File: config.mk
export PLATFORM = sky130hd
export DESIGN_NAME = sha_block_sequencer
export DESIGN_NICKNAME = d
export VERILOG_FILES = /design/src/rtl/sha_ctrl_pkg.sv /design/src/rtl/sha_round_counter.sv /design/src/rtl/sha_block_sequencer.sv
export SDC_FILE = /design/constraint.sdc
export NUM_CORES = 1
export LEC_CHECK = 0
export CAP_MARGIN = 20
export CORE_MARGIN = 2
export CORE_UTILIZATION = 35
export CTS_BUF_LIST = sky130_fd_sc_hd__clkbuf_4
export DETAILED_ROUTE_END_ITERATION = 16
export GPL_ROUTABILITY_DRIVEN = 0
export GPL_TIMING_DRIVEN = 0
export PLACE_DENSITY = 0.65
export SETUP_SLACK_MARGIN = 0.1
export SYNTH_ARGS = -nofsm -noshare
export SYNTH_HDL_FRONTEND = slang
export SYNTH_SLANG_ARGS = --single-unit
export TNS_END_PERCENT = 5
File: constraint.sdc
create_clock -name clk -period 2.6 [get_ports clk]
set_clock_uncertainty 0.2 [all_clocks]
set_input_delay 0.26 -clock clk [delete_from_list [all_inputs] [get_ports clk]]
set_output_delay 0.26 -clock clk [all_outputs]
set_load 0.03 [all_outputs]
File: src/rtl/sha_ctrl_pkg.sv
// sha_ctrl_pkg: shared state, block-select and chunk-index encodings for the SHA-256 mining core.
package sha_ctrl_pkg;

    localparam int ROUNDS = 64;

    typedef enum logic [2:0] {
        S_IDLE,
        S_INIT,
        S_WAIT_CHUNK,
        S_LOAD,
        S_ROUND,
        S_ACCUM,
        S_CAPTURE,
        S_DONE
    } state_t;

    localparam logic [1:0] BSEL_IV = 2'd0;
    localparam logic [1:0] BSEL_C1 = 2'd1;
    localparam logic [1:0] BSEL_C2 = 2'd2;

    localparam logic [1:0] CIDX_H0 = 2'd0;
    localparam logic [1:0] CIDX_H1 = 2'd1;
    localparam logic [1:0] CIDX_H2 = 2'd2;

    // Select level presented while accumulating the chunk just compressed.
    function automatic logic [1:0] bsel_after(input logic [1:0] cidx);
        return (cidx == CIDX_H1) ? BSEL_C2 : BSEL_C1;
    endfunction

endpackage

File: src/rtl/sha_round_counter.sv
// sha_round_counter: compression round index with enable, terminal-count flag and wrap to 0.
module sha_round_counter #(
    parameter int ROUNDS = sha_ctrl_pkg::ROUNDS,
    localparam int W = $clog2(ROUNDS)
) (
    input  logic         clk,
    input  logic         rst,
    input  logic         en_i,
    output logic [W-1:0] cnt_o,
    output logic         tc_o
);

    logic [W-1:0] cnt_q, cnt_d;

    assign tc_o  = cnt_q == W'(ROUNDS - 1);
    assign cnt_o = cnt_q;

    always_comb cnt_d = en_i ? (tc_o ? '0 : cnt_q + 1'b1) : cnt_q;

    always_ff @(posedge clk or posedge rst)
        if (rst) cnt_q <= '0;
        else     cnt_q <= cnt_d;

endmodule

File: src/rtl/sha_block_sequencer.sv
// sha_block_sequencer: control FSM for the two-chunk header hash of the SHA-256 mining core.
// Defining DOUBLE_HASH_EN adds the digest capture and the one-chunk second hash.
module sha_block_sequencer
    import sha_ctrl_pkg::*;
#(
    parameter int ROUNDS = sha_ctrl_pkg::ROUNDS
) (
    input  logic                      clk,
    input  logic                      rst,
    input  logic                      start,
    input  logic                      chunk_valid,
    output logic                      chunk_req,
    output logic [1:0]                chunk_idx,
    output logic [1:0]                block_sel,
    output logic                      wv_load,
    output logic                      round_en,
    output logic [$clog2(ROUNDS)-1:0] round_idx,
    output logic                      digest_capture,
    output logic                      busy,
    output logic                      done
);

    state_t     state_q, state_d;
    logic [1:0] bsel_q, bsel_d;
    logic [1:0] cidx_q, cidx_d;
    logic       last_round;

    sha_round_counter #(.ROUNDS(ROUNDS)) u_round_counter (
        .clk  (clk),
        .rst  (rst),
        .en_i (round_en),
        .cnt_o(round_idx),
        .tc_o (last_round)
    );

    always_comb begin
        state_d = state_q;
        bsel_d  = bsel_q;
        cidx_d  = cidx_q;
        case (state_q)
            S_IDLE: if (start) begin
                state_d = S_INIT;
                bsel_d  = BSEL_IV;
                cidx_d  = CIDX_H0;
            end
            S_INIT:       state_d = S_WAIT_CHUNK;
            S_WAIT_CHUNK: state_d = chunk_valid ? S_LOAD : S_WAIT_CHUNK;
            S_LOAD:       state_d = S_ROUND;
            // block_sel moves on entry to ACCUM so H sees each new level for exactly one edge there
            S_ROUND: if (last_round) begin
                state_d = S_ACCUM;
                bsel_d  = bsel_after(cidx_q);
            end
            S_ACCUM: begin
                if (cidx_q == CIDX_H0) begin
                    state_d = S_WAIT_CHUNK;
                    cidx_d  = CIDX_H1;
                end
`ifdef DOUBLE_HASH_EN
                else if (cidx_q == CIDX_H1) state_d = S_CAPTURE;
`endif
                else state_d = S_DONE;
            end
`ifdef DOUBLE_HASH_EN
            S_CAPTURE: begin
                state_d = S_INIT;
                bsel_d  = BSEL_IV;
                cidx_d  = CIDX_H2;
            end
`endif
            S_DONE:  state_d = S_IDLE;
            default: state_d = S_IDLE;
        endcase
    end

    always_ff @(posedge clk or posedge rst)
        if (rst) begin
            state_q <= S_IDLE;
            bsel_q  <= BSEL_IV;
            cidx_q  <= CIDX_H0;
        end else begin
            state_q <= state_d;
            bsel_q  <= bsel_d;
            cidx_q  <= cidx_d;
        end

    assign chunk_req = state_q == S_WAIT_CHUNK;
    assign chunk_idx = cidx_q;
    assign block_sel = bsel_q;
    assign wv_load   = state_q == S_LOAD;
    assign round_en  = state_q == S_ROUND;
    assign busy      = state_q != S_IDLE;
    assign done      = state_q == S_DONE;
`ifdef DOUBLE_HASH_EN
    assign digest_capture = state_q == S_CAPTURE;
`else
    assign digest_capture = 1'b0;
`endif

endmodule

# Yosys cells after proc, flatten, opt, wreduce, memory -nomap -nowiden
# Index checks and enable logic that the tools add are counted.
# totals
regBits	13
inputBits	4
out_inout_bits	16
elab_cells	36
# op_classes
add_sub_neg	1
eq_ne	11
n_mux	12
reduce_logical	8
# ops
operator	n
case mux 3 bit (6 select lines)	1
equality test 3 bit, second input constant	3
2-to-1 mux 3 bit	3
2-to-1 mux 2 bit	4
case mux 2 bit (2 select lines)	2
adder 6 x 1 -> 6 bit, second input constant	1
equality test 3 x 2 -> 1 bit, second input constant	2
equality test 6 bit, second input constant	1
2-to-1 mux 6 bit	1
inequality test 2 bit, second input constant	3
AND reduction 3 bit	2
nonzero test 2 bit	2
equality test 3 x 1 -> 1 bit, second input constant	1
logical NOT 3 bit	1
nonzero test 3 bit	1
equality test 2 x 1 -> 1 bit, second input constant	1
logical NOT 2 bit	1
AND reduction 2 bit	1
2-to-1 mux 1 bit	1

# Depth between registers and ports, before layout
# Gate-level depths: netlist of run 1.
# logic_depth
word_depth	4
depth_mapped	7
ltp_nobuf	6

# Hierarchy
# A second synthesis of run 1 with hierarchy kept.
# unflattened
hier_cells	67
area_unflattened_um2	674.4
# modules_own_cells
mod	n_inst	cells_per_inst	area_per_inst_um2	seq_area_each_um2
sha_block_sequencer	1	39	384.1	150.1
sha_round_counter	1	28	290.3	150.1

# Worst setup path before layout of run 1
# No wires, ideal clock.
# synth_path
path_type	flip-flop to flip-flop
from	register u_round_counter.cnt_q[0] (netlist: u_round_counter.cnt_o[0])
to	register state_q[0]
setup_ps	99
t_arrival_ps	1219
t_required_ps	2301
slack_ps	1082
stages_incl_launch_ff	4
n_path_buf	0
synth_period_minus_slack_ps	1518
path_cell_list	dfrtp_1 -> ha_1 -> nand3_2 -> a311oi_1
# synth_between
elab_chain_len	3
# synth_rtl
element	line	rtl
start, declared	sha_round_counter.sv:13	logic [W-1:0] cnt_q, cnt_d;
start signal, assigned	sha_round_counter.sv:22	else cnt_q <= cnt_d;
equality test 6 bit	sha_round_counter.sv:15	assign tc_o = cnt_q == W'(ROUNDS - 1);
inequality test 2 bit (no line)	-	
AND reduction 2 bit (no line)	-	
end signal, assigned	sha_block_sequencer.sv:82	state_q <= state_d;
end, declared	sha_block_sequencer.sv:23	state_t state_q, state_d;
# Every way passes these cells.
# A chain may end at the register's enable or synchronous reset.

# Worst setup path after layout of run 1
# layout_path
from	register state_q[0]
to	output round_en
# layout_between
elab_chain_len	1
# layout_rtl
element	line	rtl
equality test 3 bit	sha_block_sequencer.sv:91	assign round_en = state_q == S_ROUND;
end, declared	sha_block_sequencer.sv:16	output logic round_en,
# Every way passes these cells.

==> results.txt, run 1 <==
----------------------------------------------------
[Detailed routing]
  Pre-antenna DRT Iters ... 2
  Drc violations ... 0
  Iter 0 DRT Violations ... 6
  Total number of vias ... 586
  Antenna viol nets, final ... 0
  Mean number of vias per cell ... 4.843
  Final WL ... 1.300 mm
  Final routed wire length divided by cell count ... 10.74 um

[Synthesis]
  Post-synth top flop ... dfrtp_1
  Main area contributors after synthesis ... dfrtp_1 (46%), nand2_1 (5.7%), o21ai_0 (5.4%)
  Synthesis Warnings ... 0
  Top cell types by occurrence after synthesis ... dfrtp_1 (12), nand2_1 (10), o21ai_0 (7)
  Post-synthesis instance area ... 654.4 um^2
  Synth Area per Inst ... 8.843 um^2
  Share of synthesized registers carrying an async set or reset ... 1.000
  Share of Yosys cell area claimed by the top area cell type ... 0.4589
  EDFF count, synth ... 0
  Proportion of synthesized chip area in sequential cells ... 0.4589
  Post-Synthesis Cells ... 74
  Count leader, synth ... dfrtp_1
  Number of distinct library cell variants in the gate-level netlist after synthesis ... 26
  Cell type with the highest aggregate area in the netlist ... dfrtp_1
  Synthesis-stage register bit count ... 12

[Global route]
  Met1 usage in global routing ... 0.1722
  GRT Util Overall ... 0.1374
  Total gr overflow ... 0
  Fraction of met3 tracks used by global routing ... 0.05769
  Highest-utilization routing layer at the global route stage ... met2
  Number of antenna violations at the first check in global routing ... 0
  Vias in the first global route ... 501
  Largest net degree at the start of global routing ... 13
  Global routing met2 resource utilization ... 0.1892
  Wire length of the first global-routing pass ... 2.097 mm

[Worst setup path]
  CP Data Arrival Time ... 1.82 ns
  Critical path startpoint category ... register
  Kind of end point of the critical path ... output pin
  Crit Path Category ... reg2out
  Critical Path Fanout Max ... 8
  Worst endpoint required time ... 2.14 ns

[Timing]
  Period minus WS final ... 2.280 ns
  Post-route clock period utilization ... 0.8768
  Number of setup violations in the final report ... 0
  Setup repair after global routing missed its margin ... no
  Setup total negative slack ... 0 ns
  Fmax ... 438.6 MHz
  Pins Over Slew Limit ... 0
  Endpoints failing hold ... 0

[Die]
  Site Rows ... 15
  Starting density of the core ... 0.3749
  Total core area ... 1745 um^2
  Boundary pin count ... 20
  Chip Height ... 47.24 um
  Width of the die ... 47.24 um
  Overall die area ... 2232 um^2

[Power and ir drop]
  Reported net switching power ... 455.2 uW
  Design internal power ... 526.9 uW
  Maximum ir drop on the vdd rail ... 0.4425 mV
  Post-route total power ... 982.1 uW
  Share of total power consumed by net switching ... 0.4635
  Power Density ... 1109 nW/um^2
  Portion of total power attributed to the clock network ... 0.119
  Combinational Power Share ... 0.543
  Seq pwr share ... 0.338
  Leakage power of the design ... 0.0003964 uW

[Clocking]
  CTS Root Cell ... clkbuf_4
  Clock transition at path regs ... 0.07 ns
  Latest clock arrival within the worst-skew pair ... 0.27 ns
  Cts-stage hold buffer count ... 0
  Number of CTS-inserted buffers ... 3
  TritonCTS clock tree ... built
  Total setup buffers inserted after CTS ... 0
  Sinks on the clock net ... 12
  Maximum number of buffers from clock root to sink ... 2
  Count of H-tree levels built during CTS ... 1
  Number of gates resized after cts ... 0

[Hold path]
  Worst Hold Class ... in2async

[Outcome]
  Result of the run ... finished clean

[Final layout]
  Layout Nets ... 102
  Ant diodes ... 0
  Area grow syn2layout ... 35.37%
  Share of final-layout standard cells stronger than drive strength 1 ... 0.1146

[Place]
  Port-buffer cells ... 17
  HPWL after DPL ... 956 um

[Flow run]
  Maximum capacitance violations ... 0

----------------------------------------------------
power groups by stage:
stage,clock network (uW),logic [uW],registers [uW]
after floorplan,0,275,403
after global placement,0,529,332
after detailed placement,0,535,335
after CTS,124,538,332
after global routing,134,588,346
final,117,533,332
worst max-delay path, cell delays in order, from the launching register on:
cell and delay (ns):
dfrtp_1 0.47, nor2_4 0.19, nand2_4 0.08, inv_2 0.11
clkdlybuf4s50_1 0.68
final cells by class:
class	count	area (um^2)
Buffer	4	31.28
Clock buffer	3	22.52
Clock inverter	1	3.754
Fill cell	180	859.6
Inverter	4	15.01
Multi-Input combinational cell	55	311.5
Sequential cell	12	300.3
Tap cell	25	31.28
Timing Repair Buffer	17	170.2
per-stage QoR:
step	cell area (um^2)	worst slack, ns	hold slack, ns	utilization	cells
finish	885.9	0.3202	0.08170	0.5075	121
global route	885.9	0.1975	0.1121	0.5075	121
CTS	885.9	0.3024	0.09895	0.5075	121
detailed placement	859.6	0.6206	0.2931	0.4925	117
global placement	859.6	0.6187	0.2864	0.4925	117
floorplan	658.1	1.082	-0.07530	-	75
cell usage in the layout (no fill, tap or decap), drive strengths merged:
master,n
nor4,1
nor2b,1
a21oi,5
a311oi,1
clkinv,1
o21ai,7
xnor2,2
dfrtp,12
buf,4
or3,2
nand4,3
conb,2
ha,1
nand4b,1
nand2b,2
clkbuf,3
nand3,6
clkdlybuf4s50,17
inv,4
nand2,11
nor2,6
o21bai,1
and3,3
state kept, by name, summed over array words and instances (netlist names):
name and flops:
block_sel 2, state_q 3, u_round_counter.cnt_o 6, chunk_idx 1
worst paths after layout:
check                                                startpoint                                    to  slack (ns)  cells past startpoint
min in group clk           u_round_counter.cnt_o[4]$_DFFE_PP0N_  u_round_counter.cnt_o[4]$_DFFE_PP0N_        0.31                      1
hold reg to reg            u_round_counter.cnt_o[4]$_DFFE_PP0N_  u_round_counter.cnt_o[4]$_DFFE_PP0N_        0.31                      1
max in group asynchronous                                   rst              block_sel[1]$_DFFE_PP0P_        1.81                      2
setup / recovery                         state_q[0]$_DFFE_PP0P_                              round_en        0.32                      4
setup reg to reg                         state_q[0]$_DFFE_PP0P_  u_round_counter.cnt_o[5]$_DFFE_PP0N_        1.13                      6
hold / removal                                              rst                state_q[1]$_DFFE_PP0P_        0.08                      2
routing by layer:
| metal | up-vias | share of wire |
|---|---|---|
| met5 | - | 0 |
| met4 | 0 | 0.028 |
| met3 | 5 | 0.074 |
| met2 | 18 | 0.42 |
| met1 | 265 | 0.48 |
| li1 | 298 | - |
cells by family after synthesis:
family	after synthesis	synth area share
compound gates	14	0.1166
xor+xnor	2	0.02677
fa+ha+maj	1	0.01912
buf+inv	8	0.07072
flops	12	0.4589
other cells	1	0.005731
simple gates	36	0.3021
(Power assumes the default switching activity.)
==> run 2: changes to the inputs <==
- CORE_UTILIZATION: 35 -> 50
- PLACE_DENSITY: 0.65 -> 0.87
- REMOVE_ABC_BUFFERS: default -> 1
==> run 2 against run 1 <==
Against the previous run:
- hold slack gained 0.016 ns
- via count shrank 0.51%
- combinational power shrank 9.8%
- non-clock buffer count shrank 4
- final cell count shrank 12%
- largest cell class unchanged
- highest routed layer unchanged
==> results.txt, run 2 (same netlist as run 1, synthesis figures left out) <==
----------------------------------------------------
[Outcome]
  Result of the run ... finished clean

[Die]
  Site Rows ... 13 (-2)
  Chip Height ... 40.18 um (-15%)
  Width of the die ... 40.18 um (-15%)
  Starting density of the core ... 0.5225 (+0.1476)
  Boundary pin count ... 20 (unchanged)
  Overall die area ... 1614 um^2 (-28%)
  Total core area ... 1252 um^2 (-28%)

[Place]
  HPWL after DPL ... 940.6 um (-1.6%)
  Pre-CTS setup slack ... 0.5796 ns (-0.04094 ns)
  Port-buffer cells ... 17 (unchanged)

[Timing]
  Setup total negative slack ... 0 ns (unchanged)
  Period minus WS final ... 2.332 ns (+0.05228 ns)
  Setup repair after global routing missed its margin ... no
  Fmax ... 428.8 MHz (-2.2%)
  Pins Over Slew Limit ... 0 (unchanged)
  Final worst setup slack ... 0.2679 ns (-0.05229 ns)
  Number of setup violations in the final report ... 0 (unchanged)
  Post-route clock period utilization ... 0.8969 (+0.02011)
  Endpoints failing hold ... 0 (unchanged)

[Clocking]
  Sinks on the clock net ... 12 (unchanged)
  Cts-stage hold buffer count ... 0 (unchanged)
  Number of CTS-inserted buffers ... 3 (unchanged)
  Clock transition at path regs ... 0.07 ns (about the same)
  TritonCTS clock tree ... built
  CTS Root Cell ... clkbuf_4
  Latest clock arrival within the worst-skew pair ... 0.27 ns (about the same)
  Count of H-tree levels built during CTS ... 1 (unchanged)
  Total setup buffers inserted after CTS ... 0 (unchanged)
  Maximum number of buffers from clock root to sink ... 2 (unchanged)
  Number of gates resized after cts ... 0 (unchanged)

[Power and ir drop]
  Combinational Power Share ... 0.504 (-0.039)
  Seq pwr share ... 0.375 (+0.037)
  Design internal power ... 506.5 uW (-3.9%)
  Portion of total power attributed to the clock network ... 0.121 (+0.002)
  Power Density ... 1133 nW/um^2 (+2.2%)
  Leakage power of the design ... 0.0003744 uW (-5.5%)
  Share of total power consumed by net switching ... 0.4692 (+0.005723)
  Maximum ir drop on the vdd rail ... 0.5616 mV (+27%)
  Reported net switching power ... 447.7 uW (-1.6%)

[Global route]
  Largest net degree at the start of global routing ... 15 (+2)
  Total gr overflow ... 0 (unchanged)
  Number of antenna violations at the first check in global routing ... 0 (unchanged)
  GRT Util Overall ... 0.1937 (+0.05634)
  Vias in the first global route ... 487 (-2.8%)
  Wire length of the first global-routing pass ... 1.959 mm (-6.6%)

[Worst setup path]
  Path depth of the worst reg2reg path ... 6 (unchanged)
  Kind of end point of the critical path ... output pin
  Reg-to-reg slack, setup ... 1.10 ns (-0.03 ns)
  CP Data Arrival Time ... 1.87 ns (+0.05 ns)
  Crit Path Category ... reg2out
  Critical path startpoint category ... register
  Critical Path Fanout Max ... 14 (+6)
  Worst endpoint required time ... 2.14 ns (about the same)

[Detailed routing]
  Antenna viol nets, final ... 0 (unchanged)
  Pre-antenna DRT Iters ... 3 (+1)
  Iter 0 DRT Violations ... 4 (-2)
  Drc violations ... 0 (unchanged)
  Total number of vias ... 583 (-0.51%)
  Final WL ... 1.281 mm (-1.5%)
  Mean number of vias per cell ... 5.449 (+13%)
  Final routed wire length divided by cell count ... 11.97 um (+11%)

[Final layout]
  Layout fillers ... 116 (-36%)
  Largest register FFs ... 6 (unchanged)
  Most frequent standard cell in the layout excluding fill and tap cells ... clkdlybuf4s50_1
  Commonest non-fill, non-tap cells in the layout ... clkdlybuf4s50_1 (17), dfrtp_1 (12), nand2_1 (10), o21ai_0 (7)
  Layout Nets ... 98 (-3.9%)
  Register area ... 300.3 um^2 (unchanged)
  Ant diodes ... 0 (unchanged)
  Area of combinational cells with multiple inputs ... 311.5 um^2 (unchanged)
  Area grow syn2layout ... 28.68%
  Share of final-layout standard cells stronger than drive strength 1 ... 0.07609 (-0.03850)

[Flow run]
  Maximum capacitance violations ... 0 (unchanged)

[Hold path]
  Worst Hold Class ... in2async

----------------------------------------------------
run 2: changes by cell type in the layout (fill, tap and decap cells not counted):
cell and change:
buf_6 -1, buf_4 -2, buf_2 -1
run 2: critical path, stage by stage (launching register included):
cell	delay [ns]
dfrtp_1	0.54
nand2b_1	0.25
nor2_1	0.13
clkdlybuf4s50_1	0.68
run 2: power by group through the flow:
stage / sequential [uW] / clock, uW / combinational, uW
2_1_floorplan: 424 / 0 / 231
3_3_place_gp: 357 / 0 / 473
3_5_place_dp: 359 / 0 / 484
4_1_cts: 356 / 119 / 486
5_1_grt: 371 / 130 / 522
6_report: 358 / 115 / 481
run 2: final timing paths:
| kind | from | to |
|---|---|---|
| max in group asynchronous | rst | block_sel[0]$_DFFE_PP0P_ |
| worst min-delay path | rst | state_q[2]$_DFFE_PP0P_ |
| worst min register to register | block_sel[0]$_DFFE_PP0P_ | block_sel[0]$_DFFE_PP0P_ |
| worst max register to register | state_q[1]$_DFFE_PP0P_ | u_round_counter.cnt_o[5]$_DFFE_PP0N_ |
| worst max-delay path | state_q[2]$_DFFE_PP0P_ | chunk_req |
| min in group clk | block_sel[0]$_DFFE_PP0P_ | block_sel[0]$_DFFE_PP0P_ |
run 2: cell type report:
class,count,share of cell area
Multi-Input combinational cell,55,0.3700
Sequential cell,12,0.3566
Timing Repair Buffer,17,0.2021
Clock buffer,3,0.02675
Tap cell,15,0.02229
Inverter,4,0.01783
Clock inverter,1,0.004458
run 2: routing by layer:
metal,vias to the layer above,global-route usage,wire length (um)
li1,286,-,-
met1,278,0.2246,588
met2,15,0.2984,592
met3,4,0.03889,57
met4,0,0.1750,43
met5,-,0,0
run 2: metrics by stage:
step	hold slack, ns	std cells	area [um^2]	utilization	power (uW)
finish	0.09773	107	842.1	0.6723	954.2
global route	0.1351	107	842.1	0.6723	1023
CTS	0.1039	107	842.1	0.6723	961.2
detailed placement	0.2942	103	815.8	0.6513	843.0
global placement	0.2860	103	815.8	0.6513	829.4
floorplan	-0.07530	71	626.9	-	654.8
==> run 3: changes to the inputs <==
- CORE_MARGIN: 2 -> 5
- PLACE_DENSITY: 0.87 -> 0.86
- SYNTH_HIERARCHICAL: default -> 1
==> run 3 against run 2 <==
Against the previous run:
- global-route usage fell by 3.5 points
- final cell count shrank 6.5%
- clock power decreased by 3%
- die area grew 35%
- critical endpoint is now round_en
- highest routed layer unchanged
==> results.txt, run 3 <==
----------------------------------------------------
[Outcome]
  Result of the run ... finished clean

[Flow run]
  Maximum capacitance violations ... 0 (unchanged)

[Global route]
  Largest net degree at the start of global routing ... 12 (-3)
  Vias in the first global route ... 571 (+17%)
  Number of antenna violations at the first check in global routing ... 0 (unchanged)
  Total gr overflow ... 0 (unchanged)
  Highest-utilization routing layer at the global route stage ... met2
  Met1 usage in global routing ... 0.1714 (-0.05313)
  Fraction of met3 tracks used by global routing ... 0.04297 (+0.004080)
  Wire length of the first global-routing pass ... 2.435 mm (+24%)
  GRT Util Overall ... 0.1586 (-0.03509)
  Global routing met2 resource utilization ... 0.2885 (-0.009926)

[Synthesis]
  Simple-gate area share of the yosys netlist ... 0.2226 (-0.07947)
  Cell type with the highest aggregate area in the netlist ... dfrtp_1
  Share of synthesized cell area in full adder, half adder and majority cells ... 0.01855 (-0.0005676)
  Share of Yosys cell area claimed by the top area cell type ... 0.4453 (-0.01362)
  Synthesis-stage register bit count ... 12 (unchanged)
  Share of synthesized registers carrying an async set or reset ... 1.000 (unchanged)
  Post-Synthesis Cells ... 67 (-9.5%)
  Combinational family with the most area after synthesis ... simple AND/OR/NAND/NOR gates
  Count leader, synth ... dfrtp_1
  Number of distinct library cell variants in the gate-level netlist after synthesis ... 38 (+46%)
  Post-synth top flop ... dfrtp_1
  Share of the synthesized netlist area taken by xor and xnor gates ... 0.02597 (-0.0007946)
  Main area contributors after synthesis ... dfrtp_1 (45%), a22o_2 (3.0%), o21ai_0 (3.0%)
  Mux share of post-synthesis cell area ... 0.03896 (+0.03896)
  Synthesized-area fraction occupied by ao, oa, aoi and oai cells ... 0.1688 (+0.05220)
  Synthesis Warnings ... 6 (+6)
  EDFF count, synth ... 0 (unchanged)
  Proportion of synthesized chip area in sequential cells ... 0.4453 (-0.01362)
  Synth Area per Inst ... 10.07 um^2 (+14%)
  Post-synthesis instance area ... 674.4 um^2 (+3.1%)
  Top cell types by occurrence after synthesis ... dfrtp_1 (12), inv_1 (5), nand2_1 (5)

[Worst setup path]
  Origin of the critical flop-to-flop path ... u_round_counter/cnt_o[0]$_DFFE_PP0P_
  CP Data Arrival Time ... 1.90 ns (+0.03 ns)
  Kind of end point of the critical path ... output pin
  Capture point of the worst reg-to-reg path ... block_sel[1]$_DFFE_PP0P_
  Path depth of the worst reg2reg path ... 6 (unchanged)
  Critical path startpoint category ... register
  Critical Path Fanout Max ... 10 (-4)
  Worst endpoint required time ... 2.14 ns (about the same)
  Reg-to-reg slack, setup ... 0.57 ns (-0.53 ns)
  Crit Path Category ... reg2out

[Final layout]
  Share of final-layout standard cells stronger than drive strength 1 ... 0.1765 (+0.1004)
  Ant diodes ... 0 (unchanged)
  Most frequent standard cell in the layout excluding fill and tap cells ... clkdlybuf4s50_1
  Layout fillers ... 114 (-1.7%)
  Commonest non-fill, non-tap cells in the layout ... clkdlybuf4s50_1 (17), dfrtp_1 (12), inv_1 (5), nand2_1 (5), o21ai_0 (4)
  Largest register FFs ... 6 (unchanged)
  Layout Nets ... 91 (-7.1%)
  Area grow syn2layout ... 27.83%

[Timing]
  Setup total negative slack ... 0 ns (unchanged)
  Setup repair after global routing missed its margin ... no
  Pins Over Slew Limit ... 0 (unchanged)
  Endpoints failing hold ... 0 (unchanged)
  Period minus WS final ... 2.359 ns (+0.02686 ns)
  Fmax ... 423.9 MHz (-1.1%)
  Final worst setup slack ... 0.2411 ns (-0.02687 ns)
  Post-route clock period utilization ... 0.9073 (+0.01033)
  Number of setup violations in the final report ... 0 (unchanged)
  Worst hold slack after final layout ... 0.04729 ns (-0.05044 ns)

[Power and ir drop]
  Reported net switching power ... 373.7 uW (-17%)
  Leakage power of the design ... 0.0003771 uW (+0.71%)
  Portion of total power attributed to the clock network ... 0.130 (+0.009)
  Design internal power ... 480.7 uW (-5.1%)
  Share of total power consumed by net switching ... 0.4374 (-0.03181)
  Power Density ... 991.1 nW/um^2 (-13%)
  Seq pwr share ... 0.377 (+0.002)
  Combinational Power Share ... 0.492 (-0.012)
  Maximum ir drop on the vdd rail ... 0.6565 mV (+17%)
  Post-route total power ... 854.4 uW (-10%)

[Clocking]
  Maximum number of buffers from clock root to sink ... 2 (unchanged)
  Total setup buffers inserted after CTS ... 0 (unchanged)
  Latest clock arrival within the worst-skew pair ... 0.26 ns (about the same)
  Cts-stage hold buffer count ... 0 (unchanged)
  CTS Root Cell ... clkbuf_4
  Number of gates resized after cts ... 0 (unchanged)
  TritonCTS clock tree ... built
  Sinks on the clock net ... 12 (unchanged)
  Clock transition at path regs ... 0.07 ns (about the same)
  Number of CTS-inserted buffers ... 3 (unchanged)
  Count of H-tree levels built during CTS ... 1 (unchanged)

[Die]
  Chip Height ... 46.73 um (+16%)
  Starting density of the core ... 0.5248 (+0.002352)
  Site Rows ... 13 (unchanged)
  Boundary pin count ... 20 (unchanged)
  Width of the die ... 46.73 um (+16%)
  Total core area ... 1285 um^2 (+2.6%)
  Overall die area ... 2183 um^2 (+35%)

[Hold path]
  Worst Hold Class ... in2async

[Detailed routing]
  Final WL ... 1.408 mm (+9.9%)
  Drc violations ... 0 (unchanged)
  Final routed wire length divided by cell count ... 14.08 um (+18%)
  Total number of vias ... 543 (-6.9%)
  Antenna viol nets, final ... 0 (unchanged)
  Iter 0 DRT Violations ... 2 (-2)
  Mean number of vias per cell ... 5.430 (-0.34%)
  Pre-antenna DRT Iters ... 3 (unchanged)

[Place]
  Port-buffer cells ... 17 (unchanged)
  HPWL after DPL ... 1.102 mm (+17%)
  Pre-CTS setup slack ... 0.5129 ns (-0.06676 ns)

----------------------------------------------------
## run 3: changes by cell type in the layout (fill, tap and decap cells not counted), sizes merged, moves of 3 or more
cell | previous run | this run
nand3 | 6 | 2
nand2 | 11 | 5
and2b | 0 | 3
nor2 | 6 | 2
o21ai | 7 | 4
## run 3: power by group through the flow
stage               Clock [uW]  Combinational, uW  Sequential (uW)
global placement             0                412              324
global route               129                452              339
detailed placement           0                424              329
CTS                        116                426              324
floorplan                    0                212              372
finish                     111                421              322
## run 3: cell families (layout without fill, tap and decap cells)
family	Yosys count	after routing
AND/OR/NAND/NOR	24	24
AO/OA/AOI/OAI	16	16
flip-flops	12	12
buffers and inverters	9	26
XOR/XNOR	2	2
multiplexers	2	2
adder cells (fa/ha/maj)	1	1
other	1	2
## run 3: metrics by stage
stage                       util  cell area, um^2  std cells
after global placement    0.6504            835.8         96
after global routing      0.6709            862.1        100
after floorplan                -            646.9         64
after detailed placement  0.6504            835.8         96
after CTS                 0.6709            862.1        100
final                     0.6709            862.1        100
## run 3: how the worst max path moves through the flow
stage / startpoint / end / slack (ns) / cells past startpoint
after global routing: state_q[0]$_DFFE_PP0P_ / round_en / 0.13 / 3
after CTS: state_q[0]$_DFFE_PP0P_ / round_en / 0.22 / 3
final: state_q[0]$_DFFE_PP0P_ / round_en / 0.24 / 3
after floorplan: u_round_counter/cnt_o[0]$_DFFE_PP0P_ / block_sel[1]$_DFFE_PP0P_ / 0.56 / 6
after global placement: state_q[0]$_DFFE_PP0P_ / round_en / 0.54 / 3
after detailed placement: state_q[0]$_DFFE_PP0P_ / round_en / 0.51 / 3
## run 3: per-layer routing
layer  wire [um]  up-vias
met1         579      256
li1            -      265
met3          97        4
met4          25        0
met2         706       18
met5           0        -
## run 3: cell type report
type / instances / area [um^2] / area share
flip-flops and latches: 12 / 300.3 / 0.3483
clock buffers: 3 / 22.52 / 0.02612
well taps: 15 / 18.77 / 0.02177
clock inverters: 1 / 3.754 / 0.004354
inverters: 5 / 18.77 / 0.02177
repair buffers: 17 / 170.2 / 0.1974
multi-input cells: 47 / 327.8 / 0.3803
## run 3: critical path: stages (launching register included)
cell and delay, ns:
dfrtp_1 0.48, nor2_2 0.20, and2_2 0.26, clkdlybuf4s50_1 0.70
